`config.mk`:
```
export PLATFORM = sky130hd
export DESIGN_NAME = addsub_pipe
export DESIGN_NICKNAME = d
export VERILOG_FILES = /design/src/rtl/addsub_pipe.sv
export SDC_FILE = /design/constraint.sdc
export NUM_CORES = 1
export LEC_CHECK = 0
export ABC_CLOCK_PERIOD_IN_PS = 9100
export BUFFER_PORTS_ARGS = -buffer_cell sky130_fd_sc_hd__buf_2
export CAP_MARGIN = 0
export CORE_MARGIN = 2
export CORE_UTILIZATION = 48
export CTS_CLUSTER_DIAMETER = 80
export CTS_CLUSTER_SIZE = 24
export DETAILED_ROUTE_END_ITERATION = 10
export HOLD_SLACK_MARGIN = 0.12
export PLACE_DENSITY = 0.74
export SLEW_MARGIN = 10
export SYNTH_ARGS = -nofsm -noshare
export SYNTH_HDL_FRONTEND = slang
export SYNTH_SLANG_ARGS = --single-unit
export TNS_END_PERCENT = 5
```
`constraint.sdc`:
```
create_clock -name clk -period 9.1 [get_ports clk]
set_clock_uncertainty 0.15 [all_clocks]
set_input_delay 1.365 -clock clk [delete_from_list [all_inputs] [get_ports clk]]
set_output_delay 1.365 -clock clk [all_outputs]
set_load 0.02 [all_outputs]
```
`src/rtl/addsub_pipe.sv`:
```
// Pipelined two-operand adder/subtractor: the carry chain is cut into CHUNKS
// registered segments so each stage adds one chunk with the carry handed down.
module addsub_pipe #(
    parameter int WIDTH  = 26,
    parameter int CHUNKS = 2
) (
    input  logic             clk,
    input  logic             rst,
    input  logic             in_valid,
    output logic             in_ready,
    input  logic [WIDTH-1:0] in1,
    input  logic [WIDTH-1:0] in2,
    input  logic             sub,
    input  logic             cin,
    output logic             out_valid,
    input  logic             out_ready,
    output logic [WIDTH-1:0] S,
    output logic             Cout,
    output logic             ovf,
    output logic             zero
);

    localparam int CW   = (WIDTH + CHUNKS - 1) / CHUNKS;
    localparam int LAST = CHUNKS - 1;

    // Handshake: an operand moves in when in_valid && in_ready, a result moves out
    // when out_valid && out_ready; the whole pipe advances or holds as one unit.
    logic adv;
    assign adv      = !out_valid || out_ready;
    assign in_ready = adv;

    logic [WIDTH-1:0] b_in;
    assign b_in = sub ? ~in2 : in2;

    genvar k;
    generate
        for (k = 0; k < CHUNKS; k++) begin : g_stage
            localparam int LO = k * CW;
            localparam int HI = (k * CW + CW < WIDTH) ? (k * CW + CW) : WIDTH;

            logic [WIDTH-1:0] a_i, b_i, s_i, s_n;
            logic             c_i, m_i, v_i, c_n, m_n;
            logic [WIDTH-1:0] s_q;
            logic             c_q, v_q;

            if (k == 0) begin : g_head
                assign a_i = in1;
                assign b_i = b_in;
                assign s_i = '0;
                assign c_i = sub | cin;
                assign m_i = 1'b0;
                assign v_i = in_valid && in_ready;
            end else begin : g_body
                assign a_i = g_stage[k-1].g_ops.a_q;
                assign b_i = g_stage[k-1].g_ops.b_q;
                assign s_i = g_stage[k-1].s_q;
                assign c_i = g_stage[k-1].c_q;
                assign m_i = g_stage[k-1].g_ops.m_q;
                assign v_i = g_stage[k-1].v_q;
            end

            // m_n keeps the carry into the MSB so overflow can be formed at the end.
            always_comb begin : chunk_add
                s_n = s_i;
                c_n = c_i;
                m_n = m_i;
                for (int i = LO; i < HI; i++) begin
                    s_n[i] = a_i[i] ^ b_i[i] ^ c_n;
                    if (i == WIDTH - 1) begin
                        m_n = c_n;
                    end
                    c_n = (a_i[i] & b_i[i]) | (c_n & (a_i[i] ^ b_i[i]));
                end
            end

            always_ff @(posedge clk) begin
                if (rst) begin
                    v_q <= 1'b0;
                    s_q <= '0;
                    c_q <= 1'b0;
                end else if (adv) begin
                    v_q <= v_i;
                    s_q <= s_n;
                    c_q <= c_n;
                end
            end

            // Only stages with a successor need to carry the operands forward.
            if (k < LAST) begin : g_ops
                logic [WIDTH-1:0] a_q, b_q;
                logic             m_q;

                always_ff @(posedge clk) begin
                    if (rst) begin
                        a_q <= '0;
                        b_q <= '0;
                        m_q <= 1'b0;
                    end else if (adv) begin
                        a_q <= a_i;
                        b_q <= b_i;
                        m_q <= m_n;
                    end
                end
            end
        end
    endgenerate

    logic zero_q, ovf_q;

    always_ff @(posedge clk) begin
        if (rst) begin
            zero_q <= 1'b0;
            ovf_q  <= 1'b0;
        end else if (adv) begin
            zero_q <= (g_stage[LAST].s_n == '0);
            ovf_q  <= g_stage[LAST].m_n ^ g_stage[LAST].c_n;
        end
    end

    assign out_valid = g_stage[LAST].v_q;
    assign S         = g_stage[LAST].s_q;
    assign Cout      = g_stage[LAST].c_q;
    assign ovf       = ovf_q;
    assign zero      = zero_q;

endmodule

```
==> impl_metrics.yaml <==
synthesis:
  ys_types: 25
  synth-seq-cells: 71
  ys.warnings.count: 0
  ys_seq_area_share_pct: 40.54
  async_reset_ff_share_pct: 0
  synthTopCellsByArea: "dfxtp_1 (41%), fa_1 (15%), nand2_1 (9.0%)"
  synth_edf_count: 0
  synth.most_common_cell: "nand2_1"
  syn_nets: 451
  yosys.area.top_type_share_pct: 40.54
  synth-main-ff-cell: "dfxtp_1"
  syn_inst: 367
  synth_area_leader_cell: "dfxtp_1"
  synthTopCellsByCount: "nand2_1 (84), dfxtp_1 (71), a21oi_1 (42), nor2_1 (29), fa_1 (26)"
  synth_area_per_cell_sq_um: 9.553
  netlist_area_sq_mm: 0.003506
clocking:
  cts_hold_buf: 0
  cts_htree_levels: 3
  cts_sinks: 71
  insertion_delay_ns: 0.35
  cts_tree: "built"
  root_buffer: "clkbuf_8"
  cts_resized: 0
  cts_buffers: 9
  clk_pin_slew_worst_paths_ns: 0.07
  clockBufferDepth: 2
  post-cts-setup-buffers: 0
floorplan:
  start_util_pct: 48.86
  num_rows: 31
  die_x_um: 89.46
  fp.coreArea_sq_mm: 0.007176
  dieHeight_um: 89.46
  die_area_sq_mm: 0.008003
  num_io_pins: 89
route:
  drtIter0Drc: 131
  drt_first_pass_iters: 4
  viasPerCell: 4.887
  postRouteAntennaNets: 0
  vias: 2673
  drc: 0
  drt-total-wl_um: 7201
  routedWlPerCell_um: 13.16
setup_path:
  r2r-start: "g_stage[0].c_q"
  critical_path_class: "in -> reg"
  cp-startpoint: "sub"
  cp_data_required_time_ns: 9.14
  cp_max_fo: 9
  worstPathArrival_ns: 7.06
  cp-start-kind: "primary input"
  critPathCaptureType: "flip-flop"
timing:
  fin_crit_sh_pct: 77.08
  setup_violations: 0
  fmax_mhz: 142.6
  tightest_slew_ns: 0.9943
  setup_tns_ns: 0
  rsz0062_at_grt: "false"
  finalCriticalPeriod_ns: 7.015
  slew_violations: 0
  relSlewSlack_pct: 33.71
  hold_violations: 0
job:
  drv_cap: 0
power:
  powerDensity_mw_per_mm2: 188.3
  leakage_nw: 1.818
  ir_drop_v: 0.00008500
global_route:
  grt_pass1_vias: 2474
  grt_pass1_wl_um: 11160
  grt_max_degree: 93
  grtUsageTotal_pct: 18.90
  antenna_found_initial: 0
  gr-total-overflow: 0
outcome:
  status: "finished clean"
finish:
  nFillCells: 657
  drive_above_1_share_pct: 30.13
  syn_to_final_growth_pct: 16.67
  n_antenna_cell: 0
  nets: 527
  utilization_pct: 57.00
placed_design:
  gp_congestion: 0.7831
  hpwl_um: 5055
  port_buffers: 88
min_path:
  hold_path.class: "reg -> reg"
  min_from: "S[13]"
==> metrics by stage <==
step / hold slack (ns) / setup slack, ns / instance area (sq um) / cells / power, mW
2_1_floorplan: 0.2819 / 1.995 / 3506 / 367 / 0.4968
3_3_place_gp: 0.2843 / 1.780 / 3914 / 531 / 0.5449
3_5_place_dp: 0.2912 / 1.712 / 3914 / 531 / 0.5509
4_1_cts: 0.2997 / 2.080 / 4090 / 547 / 0.7784
5_1_grt: 0.3209 / 1.848 / 4090 / 547 / 0.8176
6_report: 0.2944 / 2.085 / 4090 / 547 / 0.7703
==> area by class of cell <==
| type | count | area (sq um) | area share, % |
|---|---|---|---|
| Tap cell | 99 | 123.9 | 3.028 |
| Clock buffer | 13 | 158.9 | 3.885 |
| Sequential cell | 71 | 1421 | 34.75 |
| Multi-Input combinational cell | 248 | 1818 | 44.45 |
| Timing Repair Buffer | 92 | 470.5 | 11.50 |
| Clock inverter | 3 | 17.52 | 0.4283 |
| Inverter | 21 | 80.08 | 1.958 |
==> layout by cell type (no fill, tap or decap), drive strengths merged <==
cell      Yosys  routed
xnor2        23      23
or2           1       1
nor4          5       5
clkinv        0       3
fa           26      26
nor2b         1       1
clkinvlp      0       1
nand2        84      84
nand3         1       1
nor2         29      29
nand3b        1       1
o21ai         1       1
buf          20      92
inv          21      20
a211oi       27      27
a21oi        42      42
nand4         1       1
xor2          4       4
clkbuf        7      13
nor4b         2       2
dfxtp        71      71
==> report_power, final <==
group	switching, mW	internal (mW)
Clock	0.116	0.113
Combinational	0.0954	0.0767
Sequential	0.0235	0.346
==> final timing paths <==
check	cells after the start	end	slack, ns
worst max-delay path	19	g_stage[0].s_q[12]	2.09
worst min-delay path	2	S[13]	0.29
worst max register to register	19	zero	2.90
worst min register to register	2	S[13]	0.29
==> logic make-up (layout without fill, tap and decap cells) <==
logic type / count (synthesis) / in the layout / share of synthesized area (%)
adder cells (fa/ha/maj): 26 / 26 / 14.85
XOR/XNOR: 27 / 27 / 6.745
flip-flops: 71 / 71 / 40.54
buffers and inverters: 48 / 129 / 7.602
AND/OR/NAND/NOR: 125 / 125 / 14.77
AO/OA/AOI/OAI: 70 / 70 / 15.49
==> critical path, stage by stage <==
cell and delay [ns]:
buf_2 0.25, xor2_1 0.21, fa_1 0.19, inv_1 0.06, fa_1 0.41, fa_1 0.39
fa_1 0.39, fa_1 0.39, fa_1 0.39, fa_1 0.44, fa_1 0.40, fa_1 0.39
fa_1 0.39, fa_1 0.39, fa_1 0.37, inv_1 0.07, fa_1 0.40, nand2_1 0.07
a21oi_1 0.08
==> registers in the layout, indices dropped and copies added, names as in the netlist <==
| name | flops |
|---|---|
| g_stage.g_ops.b_q | 13 |
| g_stage.g_ops.a_q | 13 |
| g_stage.s_q | 13 |
| ovf | 1 |
| zero | 1 |
| g_stage.c_q | 1 |
| Cout | 1 |
| g_stage.v_q | 1 |
| S | 26 |
| out_valid | 1 |
==> routing by layer <==
| layer | track usage, % | vias up | share of wire [%] |
|---|---|---|---|
| met5 | 0 | - | 0 |
| met3 | 4.617 | 11 | 3.8 |
| met2 | 31.78 | 50 | 51 |
| met4 | 7.734 | 0 | 1.9 |
| li1 | - | 1334 | - |
| met1 | 23.27 | 1278 | 43 |
No activity file was read; power rests on OpenSTA's default activity.
